`src/rtl/playseq_condicionador_botoes.sv`:
```
// Button conditioner for PlaySeq: synchronizes and debounces four raw buttons into a
// one-hot-or-zero vector, with one-cycle press/release pulses and a multi-press error level.
module playseq_condicionador_botoes #(
  parameter int DEBOUNCE_CICLOS = 20,
  parameter int CNT_BITS        = 5
) (
  input  logic       clock,
  input  logic       reset,
  input  logic [3:0] botoes_brutos,
  input  logic       habilita,
  output logic [3:0] botoes,
  output logic       jogada_pulso,
  output logic       solto_pulso,
  output logic       erro_multiplo,
  output logic [2:0] db_estado
);

  localparam logic [CNT_BITS-1:0] C_CNT_FIM  = CNT_BITS'(DEBOUNCE_CICLOS - 1);
  localparam logic [CNT_BITS-1:0] C_CNT_ZERO = CNT_BITS'(0);
  localparam logic [CNT_BITS-1:0] C_CNT_UM   = CNT_BITS'(1);

  typedef enum logic [2:0] {
    OCIOSO       = 3'd0,
    FILTRA_PRESS = 3'd1,
    PRESSIONADO  = 3'd2,
    FILTRA_SOLTA = 3'd3,
    MULTIPLO     = 3'd4
  } estado_t;

  function automatic logic [2:0] f_popcount(input logic [3:0] v);
    f_popcount = {2'b00, v[0]} + {2'b00, v[1]} + {2'b00, v[2]} + {2'b00, v[3]};
  endfunction

  function automatic logic f_um_quente(input logic [3:0] v);
    f_um_quente = (f_popcount(v) == 3'd1);
  endfunction

  function automatic logic f_multiplo(input logic [3:0] v);
    f_multiplo = (f_popcount(v) >= 3'd2);
  endfunction

  logic [3:0]          r_s1;
  logic [3:0]          r_s2;
  estado_t             r_estado;
  logic [3:0]          r_cand;
  logic [CNT_BITS-1:0] r_cnt;
  logic [3:0]          r_botoes;
  logic                r_jogada;
  logic                r_solto;
  logic                r_erro;

  estado_t             w_prox_estado;
  logic [3:0]          w_prox_cand;
  logic [CNT_BITS-1:0] w_prox_cnt;
  logic [3:0]          w_prox_botoes;
  logic                w_jogada;
  logic                w_solto;
  logic                w_erro;

  // Two-stage synchronizer for the asynchronous pin levels.
  always_ff @(posedge clock) begin
    if (reset) begin
      r_s1 <= 4'b0000;
      r_s2 <= 4'b0000;
    end else begin
      r_s1 <= botoes_brutos;
      r_s2 <= r_s1;
    end
  end

  // FSM state, candidate, filter counter and registered outputs.
  always_ff @(posedge clock) begin
    if (reset) begin
      r_estado <= OCIOSO;
      r_cand   <= 4'b0000;
      r_cnt    <= C_CNT_ZERO;
      r_botoes <= 4'b0000;
      r_jogada <= 1'b0;
      r_solto  <= 1'b0;
      r_erro   <= 1'b0;
    end else begin
      r_estado <= w_prox_estado;
      r_cand   <= w_prox_cand;
      r_cnt    <= w_prox_cnt;
      r_botoes <= w_prox_botoes;
      r_jogada <= w_jogada;
      r_solto  <= w_solto;
      r_erro   <= w_erro;
    end
  end

  // Next-state logic; the counter restarts on every state entry and stability break.
  always_comb begin
    w_prox_estado = r_estado;
    w_prox_cand   = r_cand;
    w_prox_cnt    = r_cnt;
    w_jogada      = 1'b0;
    w_solto       = 1'b0;
    case (r_estado)
      OCIOSO: begin
        if (habilita && f_um_quente(r_s2)) begin
          w_prox_estado = FILTRA_PRESS;
          w_prox_cand   = r_s2;
          w_prox_cnt    = C_CNT_ZERO;
        end else if (habilita && f_multiplo(r_s2)) begin
          w_prox_estado = MULTIPLO;
          w_prox_cnt    = C_CNT_ZERO;
        end else begin
          w_prox_cnt    = C_CNT_ZERO;
        end
      end
      FILTRA_PRESS: begin
        if (habilita && (r_s2 == r_cand)) begin
          if (r_cnt == C_CNT_FIM) begin
            w_prox_estado = PRESSIONADO;
            w_prox_cnt    = C_CNT_ZERO;
            w_jogada      = 1'b1;
          end else begin
            w_prox_cnt    = r_cnt + C_CNT_UM;
          end
        end else if (f_multiplo(r_s2)) begin
          w_prox_estado = MULTIPLO;
          w_prox_cnt    = C_CNT_ZERO;
        end else begin
          w_prox_estado = OCIOSO;
          w_prox_cnt    = C_CNT_ZERO;
        end
      end
      PRESSIONADO: begin
        // Extra buttons and habilita are ignored; only losing the candidate matters.
        if ((r_s2 & r_cand) == 4'b0000) begin
          w_prox_estado = FILTRA_SOLTA;
          w_prox_cnt    = C_CNT_ZERO;
        end else begin
          w_prox_cnt    = C_CNT_ZERO;
        end
      end
      FILTRA_SOLTA: begin
        if ((r_s2 & r_cand) != 4'b0000) begin
          w_prox_estado = PRESSIONADO;
          w_prox_cnt    = C_CNT_ZERO;
        end else if (r_cnt == C_CNT_FIM) begin
          w_prox_estado = OCIOSO;
          w_prox_cnt    = C_CNT_ZERO;
          w_solto       = 1'b1;
        end else begin
          w_prox_cnt    = r_cnt + C_CNT_UM;
        end
      end
      MULTIPLO: begin
        if (r_s2 != 4'b0000) begin
          w_prox_cnt    = C_CNT_ZERO;
        end else if (r_cnt == C_CNT_FIM) begin
          w_prox_estado = OCIOSO;
          w_prox_cnt    = C_CNT_ZERO;
        end else begin
          w_prox_cnt    = r_cnt + C_CNT_UM;
        end
      end
      default: begin
        w_prox_estado = OCIOSO;
        w_prox_cand   = 4'b0000;
        w_prox_cnt    = C_CNT_ZERO;
      end
    endcase
  end

  // Output values as a function of the state being entered.
  always_comb begin
    w_prox_botoes = 4'b0000;
    w_erro        = 1'b0;
    case (w_prox_estado)
      PRESSIONADO, FILTRA_SOLTA: begin
        w_prox_botoes = w_prox_cand;
      end
      MULTIPLO: begin
        w_erro        = 1'b1;
      end
      default: begin
        w_prox_botoes = 4'b0000;
        w_erro        = 1'b0;
      end
    endcase
  end

  assign botoes        = r_botoes;
  assign jogada_pulso  = r_jogada;
  assign solto_pulso   = r_solto;
  assign erro_multiplo = r_erro;
  assign db_estado     = r_estado;

endmodule
```
`config.mk`:
```
export PLATFORM = sky130hd
export DESIGN_NAME = playseq_condicionador_botoes
export DESIGN_NICKNAME = d
export VERILOG_FILES = /design/src/rtl/playseq_condicionador_botoes.sv
export SDC_FILE = /design/constraint.sdc
export NUM_CORES = 1
export LEC_CHECK = 0
export ABC_AREA = 1
export CAP_MARGIN = 20
export CORE_MARGIN = 4
export CORE_UTILIZATION = 48
export DETAILED_ROUTE_END_ITERATION = 8
export PLACE_DENSITY_LB_ADDON = 0.3
export SLEW_MARGIN = 40
export SYNTH_ARGS = -nofsm -noshare
export SYNTH_HDL_FRONTEND = slang
export SYNTH_SLANG_ARGS = --single-unit
```
`constraint.sdc`:
```
create_clock -name clock -period 1.93 [get_ports clock]
set_input_delay 0.193 -clock clock [delete_from_list [all_inputs] [get_ports clock]]
set_output_delay 0.193 -clock clock [all_outputs]
set_load 0.02 [all_outputs]
```
==> results_dict.tcl <==
set metrics [dict create \
    syn_inst 180 \
    switching_share 0.272 \
    dpl-instance-area_um2 1520 \
    crit_path_end_kind "flip-flop" \
    grt_pass1_vias 1099 \
    drv_slew 0 \
    synth_nets 197 \
    power_frac_seq 0.596 \
    drt_first_pass_iters 4 \
    setup_slack_ps -160 \
    ctsHoldBuffers 0 \
    final_cell_mix "nand2_1 (30), nor2_1 (29), inv_1 (26)" \
    initial_core_util 0.511 \
    p_sw_mw 0.266 \
    fin_cells 234 \
    powerDensity_nw_per_um2 599 \
    grt_usage 0.174 \
    insertion_delay_ps 320 \
    power_mw 0.978 \
    routabilityCongestion 0.900 \
    outcome "finished, violations left" \
    grt_max_degree 16 \
    ant_nets 0 \
    drc 0 \
    cts_root_buf "clkbuf_4" \
    die_h_um 59.8 \
    via_per_inst 4.79 \
    crit_fanout 6 \
    post-route-period-util 1.08 \
    p_int_mw 0.712 \
    clock_skew_ps 1.96 \
    nets 222 \
    failed_checks "negative setup slack" \
    numCtsBuffers 3 \
    syn2layout_area_growth_pct 26.5 \
    layout-drive-gt1-share 0.216 \
    worstPathArrival_ps 2370 \
    rsz0062_at_grt "true" \
    cts_tree "done" \
    utilization 0.647 \
    multi_input_area_um2 667 \
    nFillCells 238 \
    max_freq_mhz 478 \
    yosysWarnings 0 \
    cts_htree_levels 1 \
    hold_path_class "input pin to flip-flop" \
    maxCapViolCount 0 \
    fin_crit_ps 2090 \
    num_antenna_cells 0 \
    design_area_um2 1630 \
    netlist_area_um2 1290 \
    hold_viol 0 \
    p_leak_nw 0.825 \
    critPathRequiredTime_ps 2210 \
    path_class "flip-flop to flip-flop" \
    rows 18 \
    clkTransAtPathRegs_ps 140 \
    ys_seq_area_frac 0.419 \
    cts_buffer_depth 2 \
    ys_ff_latch 27 \
    setup_viol 10 \
    relSlewSlack 0.783 \
    globalRoute.totalOverflow 0 \
    placedCellCount 229 \
    register_area_um2 544 \
    worstSetupStartpointType "flip-flop" \
    pwr-share-comb 0.153 \
    initialDrtViolationCount 26 \
    vias 1120 \
    coreArea_um2 2520 \
    die_w_um 59.8 \
    irDropWorstVdd_v 0.000554 \
    pin_count 17 \
    grt_pass1_wl_um 4570 \
    yosysUniqueCellTypes 22 \
    port_buffers 16 \
    wl_um 2750 \
    clkPwrFrac 0.250 \
    antenna_found_initial 0 \
    hpwl_um 2070 \
    dieArea_um2 3580 \
    layout_commonest_cell "nand2_1" \
    clock-sinks 27 \
    avgSynthCellArea_um2 7.17 \
    tightest_slew_ps 324 \
    wl_per_cell_um 11.7 \
    setup_tns_ps -1400 \
]
==> state kept, by name, summed over array words and instances, names as in the netlist <==
register / count
botoes: 4
db_estado: 3
erro_multiplo: 1
jogada_pulso: 1
r_cand: 4
r_cnt: 5
r_s1: 4
r_s2: 4
solto_pulso: 1
==> final cells by class <==
class                   instances  share of cell area
repair buffers                 22               0.126
inverters                      38              0.0920
flip-flops and latches         27               0.334
clock buffers                   3              0.0138
well taps                      30              0.0230
multi-input cells             113               0.409
clock inverters                 1             0.00307
==> power groups by stage <==
stage	clock (mW)	sequential [mW]	combinational, mW
global placement	0	0.594	0.124
CTS	0.250	0.582	0.138
global route	0.280	0.585	0.168
detailed placement	0	0.594	0.130
finish	0.245	0.583	0.150
floorplan	0	0.597	0.0791
==> critical path, stage by stage (launching register included) <==
cell and delay (ps):
dfxtp_2 360, inv_2 50, fa_1 550, inv_2 50, ha_4 150, inv_2 50, ha_4 190, inv_4 60
nand2_4 50, nor2_4 120, nand2_4 90, clkinv_4 80, nand2_2 60, nand2_2 50, inv_2 40, nor2_2 90
==> cells by family after synthesis <==
kind of cell / share of synthesized area
DFF: 0.419
AOI/OAI and AO/OA: 0.0233
and+or+nand+nor: 0.316
buffers and inverters: 0.118
adders and majority gates: 0.103
xor gates and xnor gates: 0.0204
==> cells in the mapped netlist <==
master	count	area [µm²]
a21oi_1	2	10.0
and2_1	1	6.26
buf_1	1	3.75
buf_2	1	5.00
clkinv_2	1	5.00
dfxtp_1	27	541
fa_1	1	20.0
ha_1	9	113
inv_1	35	131
inv_2	2	7.51
nand2_1	35	131
nand2_2	3	18.8
nand2_4	1	11.3
nand3_1	15	75.1
nand3_2	1	10.0
nor2_1	34	128
nor2_2	1	6.26
nor2_4	1	11.3
nor3_1	2	10.0
o21ai_0	3	15.0
o21ai_1	1	5.00
xor2_1	3	26.3
==> final timing paths <==
| check | startpoint | slack [ps] | end | cells after the start |
|---|---|---|---|---|
| worst min register to register | r_s1[3] | 410 | r_s2[3] | 2 |
| worst min-delay path | botoes_brutos[0] | 360 | r_s1[0] | 3 |
| worst max-delay path | r_s2[0] | -160 | botoes[0] | 15 |
| worst max register to register | r_s2[0] | -160 | botoes[0] | 15 |
==> what timing repair did <==
action / in CTS / in global routing
resized for setup: 10 / 17
setup endpoints to repair: 11 / 11
buffers inserted: 0 / 1
pin swaps: 8 / 14
cloned: 0 / 0
==> through the flow <==
stage / worst slack [ps] / hold WS [ps]
after floorplan: -88.0 / 300
after global placement: -154 / 384
after detailed placement: -229 / 395
after CTS: -146 / 357
after global routing: -274 / 362
final: -160 / 362
==> layer usage <==
metal / global-route usage / part of all wire / up-vias
met2: 0.293 / 0.50 / 21
met5: 0 / 0 / -
met1: 0.198 / 0.44 / 506
li1: - / - / 583
met3: 0.0302 / 0.030 / 10
met4: 0.114 / 0.034 / 0
(Power assumes the default switching activity.)
==> RTL edit 1: new RTL, same settings <==
The parameter `CNT_BITS` goes from 5 to 7.
--- a/src/rtl/playseq_condicionador_botoes.sv
+++ b/src/rtl/playseq_condicionador_botoes.sv
@@ -4,3 +4,3 @@
   parameter int DEBOUNCE_CICLOS = 20,
-  parameter int CNT_BITS        = 5
+  parameter int CNT_BITS        = 7
 ) (
Formal check against the unedited RTL: no difference found for any inputs over 10 cycles, from zero or initial values and one cycle with reset high; that may be too few to reach the edited logic, so the function may still have changed.
==> RTL edit 1 against the unedited design <==
The run still ends with negative setup slack left. Routed wire length is 9.5% lower. Design area is 2.4% higher. Worst setup slack better by 0.072 ns. Area after synthesis is 1.3% higher. Power is 14% higher. Worst hold slack better by 0.023 ns. Largest power group unchanged. First-iteration DRC count is 38% higher. Utilization is 0.95 points higher. Critical path depth is 5 lower. Sequential cell count is 2 higher.
==> RTL edit 1: results (changes against the unedited design) <==
[clock_network]
cts.repair.resized=4  ; -6
cts_max_level=2  ; +1
cts_buffers=5  ; +2
path_clk_slew_ns=0.09  ; -0.05 ns

[global_route]
grt_pass1_vias=1065  ; -3.1%
grt_max_degree=18  ; +2

[sta]
tightest_slew_ns=0.3364  ; +0.01277 ns
worst_slack_ns=-0.08795  ; +0.07193 ns
fin_hold_ws_ns=0.3846  ; +0.02308 ns
finalSetupViolCount=11  ; +1
fin_tns_setup_ns=-0.5620  ; +0.8333 ns

[synth]
synth-adder-area-share_pct=10.15  ; -0.13 points
syn_inst=176  ; -2.2%
synth-seq-cells=29  ; +7.4%
synthTopCellsByArea=dfxtp_1 (44%), nor2_1 (12%), nand2_1 (8.9%)
synth_common_cells=nor2_1 (41), nand2_1 (31), dfxtp_1 (29)
synth-seq-area-share_pct=44.44  ; +2.5 points
syn-num-nets=193  ; -2.0%
synth-compound-area-share_pct=3.257  ; +0.93 points
syn_area_um2=1306  ; +1.3%

[finish]
fin_util_pct=65.63  ; +0.95 points
clockBufferCount=7  ; +4
num-nonclk-inverters=32  ; -16%
multi_input_area_um2=669.4  ; +0.38%
n_fill_cell=222  ; -6.7%
largest_reg_flops=7  ; +2
seq_area_share_pct=34.91  ; +1.5 points

[setup_path]
rrSetupSlack_ns=-0.09  ; +0.07 ns
cp_max_fo=5  ; -1

[placed_design]
placed_area_um2=1544  ; +1.3%
dp.cells=224  ; -2.2%

[route]
wl_um=2488  ; -9.5%
vias_per_cell=4.717  ; -1.5%
first_iter_violations=36  ; +38%

[run_status]
outcome=finished, violations left
violations=negative setup slack

[pwr]
power.switching_uw=277.7  ; +4.6%
clkPwrFrac_pct=32.3  ; +7.3 points
max-vdd-ir-drop_mv=0.6049  ; +9.2%

## RTL edit 1: changes by cell type after synthesis, moves of 2 or more
cell	before	now
inv_1	35	26
nand3_1	15	8
nor2_1	34	41
inv_2	2	6
nand2_1	35	31
a21oi_1	2	5
clkbuf_1	0	2
dfxtp_1	27	29
nand3b_1	0	2
## RTL edit 1: per-layer routing
layer | track usage, % | share of wire (%)
met3 | 4.536 | 7.6
met1 | 19.42 | 43
met4 | 10.44 | 2.5
met5 | 0 | 0
met2 | 26.54 | 46
## RTL edit 1: cell families after synthesis
| family | Yosys count |
|---|---|
| xor gates and xnor gates | 4 |
| DFF | 29 |
| AOI/OAI and AO/OA | 8 |
| adders and majority gates | 10 |
| and+or+nand+nor | 91 |
| buffers and inverters | 34 |
## RTL edit 1: worst paths after layout
check / to / from / cells past startpoint
min reg2reg: r_s2[1] / r_s1[1] / 2
min: r_s1[3] / botoes_brutos[3] / 3
max: botoes[1] / r_s2[0] / 10
max reg2reg: botoes[1] / r_s2[0] / 10
==> RTL edit 2: new RTL, config.mk and constraints unchanged <==
Without the edit above. Make the reset (`reset`) asynchronous in 2 clocked blocks.
--- a/src/rtl/playseq_condicionador_botoes.sv
+++ b/src/rtl/playseq_condicionador_botoes.sv
@@ -60,3 +60,3 @@
   // Two-stage synchronizer for the asynchronous pin levels.
-  always_ff @(posedge clock) begin
+  always_ff @(posedge clock or posedge reset) begin
     if (reset) begin
@@ -71,3 +71,3 @@
   // FSM state, candidate, filter counter and registered outputs.
-  always_ff @(posedge clock) begin
+  always_ff @(posedge clock or posedge reset) begin
     if (reset) begin
Formal check against the unedited RTL: differs if reset is asserted again (counterexample within 4 cycles, from zero or initial values and one cycle with reset high); with reset held inactive, the same outputs for 10 cycles.
==> RTL edit 2 against the unedited design <==
The flow still finishes with violations (negative setup slack). Design area grew 4.1%. Worst setup slack worse by 0.037 ns. Routed wire length shrank 11%. Worst hold slack lost 0.15 ns. Sequential cell count stayed put. Non-clock buffer count up 4. Area after synthesis rose by 3.7%. Via count down 12%. Critical path type unchanged. Critical endpoint is now r_cand[1].
Power is not compared: it rests on default switching activity, and its combinational part moved more than twofold at a synthesized area within 25%.
==> RTL edit 2: results (changes against the unedited design) <==
[placed_design]
gp_congestion=0.8679  ; -3.6%
portBuffers=16  ; unchanged
hpwlAfterDp_um=1944  ; -6.1%
placed_area_um2=1612  ; +5.7%

[global_route]
grt_usage_pct=15.61  ; -1.7 points
antenna_found_initial=0  ; unchanged
grt_max_degree=15  ; -1
grt_pass1_vias=1052  ; -4.3%
grt_pass1_wl_um=4305  ; -5.9%

[synth]
synthTopCellsByArea=dfrtp_1 (51%), ha_1 (8.4%), nand2_1 (6.7%)
synth_xor_area_share_pct=1.964  ; -0.072 points
synth-compound-area-share_pct=1.684  ; -0.64 points
muxShareOfSynthArea_pct=0  ; unchanged
syn-num-nets=159  ; -19%
synth-seq-area-share_pct=50.51  ; +8.6 points
async_reset_ff_share_pct=100.0  ; +100 points
synth_common_cells=dfrtp_1 (27), nand2_1 (24), inv_1 (21)
synth-adder-area-share_pct=9.916  ; -0.37 points
yosysUniqueCellTypes=24  ; +9.1%

[sta]
finalSetupViolCount=11  ; +1
fin_worst_skew_ns=0.003471  ; +0.001511 ns
maxSlewHeadroom_pct=61.57  ; -17 points
worst_slack_ns=-0.1967  ; -0.03681 ns
fin_tns_setup_ns=-1.602  ; -0.2071 ns

[pwr]
power.switching_uw=533.9
power_leakage_uw=0.0008893
max-vdd-ir-drop_mv=0.5783

[clock_network]
clockBufferDepth=2  ; unchanged
cts_buffers=3  ; unchanged
cts-root-buf=clkbuf_4
insertion_delay_ns=0.31

[route]
wl_um=2448  ; -11%
vias=984  ; -12%
drt-pass1-iter-count=4  ; unchanged
first_iter_violations=25  ; -3.8%

[finish]
drive_gt1_share_pct=28.65  ; +7.1 points
n_fill_cell=213  ; -11%
final_nets=189  ; -15%
largest_reg_flops=5  ; unchanged
regMostFlops=r_cnt
insertedDiodeCount=0  ; unchanged

[run_status]
violations=negative setup slack
outcome=finished, violations left

[setup_path]
cp-startpoint=r_s2[0]
cpMaxStageDelayCell=fa_1
cp_top_family=adder cells
cp.arrival_ns=2.35  ; -0.02 ns
slowest_delay_ns=0.53  ; -0.02 ns
reg2reg_depth=11  ; -4
cp_max_fo=5  ; -1

[min_path]
hold_class=input port to async pin

[RTL edit 2: cell types whose count changed after synthesis, moves of 2 or more]
cell / unedited run / this run
dfrtp_1: 0 / 27
dfxtp_1: 27 / 0
inv_1: 35 / 21
nand2_1: 35 / 24
nand2_2: 3 / 8
nand3_2: 1 / 4
nor2_1: 34 / 12
nor2_2: 1 / 4
o21ai_0: 3 / 1
[RTL edit 2: worst paths after layout]
check / to / slack (ns)
max: r_cand[1] / -0.20
min: botoes[2] / 0.21
max reg2reg: r_cand[1] / -0.20
min reg2reg: r_s2[0] / 0.37
max in group asynchronous: r_s2[1] / 1.25
min in group clock: r_s1[3] / 0.30
[RTL edit 2: per-stage QoR]
stage               hold WS, ns  instances  setup slack (ns)
floorplan                0.2244        142         -0.006472
finish                   0.2129        201           -0.1967
CTS                      0.2208        200           -0.1587
global route             0.2418        201           -0.3048
detailed placement       0.3355        194           -0.1453
global placement         0.3322        194          -0.08074
[RTL edit 2: cells by family after synthesis]
kind of cell / Yosys count
fa+ha+maj: 10
simple gates: 73
buf+inv: 25
xor+xnor: 3
compound gates: 4
flops: 27
[RTL edit 2: power by group through the flow]
| stage | clock network, uW | registers [uW] | logic, uW |
|---|---|---|---|
| CTS | 247 | 710 | 498 |
| finish | 233 | 710 | 539 |
| global placement | 0 | 721 | 471 |
| floorplan | 0 | 714 | 358 |
| global route | 272 | 724 | 618 |
| detailed placement | 0 | 722 | 483 |
[RTL edit 2: routing by layer]
| layer | routed length (um) | global-route usage (%) | up-vias |
|---|---|---|---|
| li1 | - | - | 501 |
| met1 | 1128 | 19.92 | 457 |
| met2 | 1195 | 26.26 | 20 |
| met3 | 83 | 2.340 | 6 |
| met4 | 40 | 6.811 | 0 |
| met5 | 0 | 0 | - |
[RTL edit 2: timing repair]
item,4_1_cts,5_1_grt
resized for setup,4,6
setup buffers,2,1
endpoints found under the setup margin,11,15
endpoints found under the hold margin,0,0
pin swaps,0,6
[RTL edit 2: worst register-to-register path, cell delays in order (launching register included)]
cell and delay [ns]:
dfrtp_1 0.38, inv_2 0.05, fa_1 0.53, inv_1 0.05, ha_2 0.18, inv_2 0.06, ha_4 0.20, nor2_4 0.19
nand3_1 0.13, nand3_2 0.10, nand2_2 0.05, buf_4 0.12
[RTL edit 2: area by class of cell]
| type | count | area (um^2) | share of cell area (%) |
|---|---|---|---|
| Multi-Input combinational cell | 90 | 620.6 | 36.55 |
| Inverter | 24 | 90.09 | 5.306 |
| Clock buffer | 4 | 26.28 | 1.548 |
| Sequential cell | 27 | 675.6 | 39.79 |
| Tap cell | 30 | 37.54 | 2.211 |
| Timing Repair Buffer | 26 | 247.7 | 14.59 |
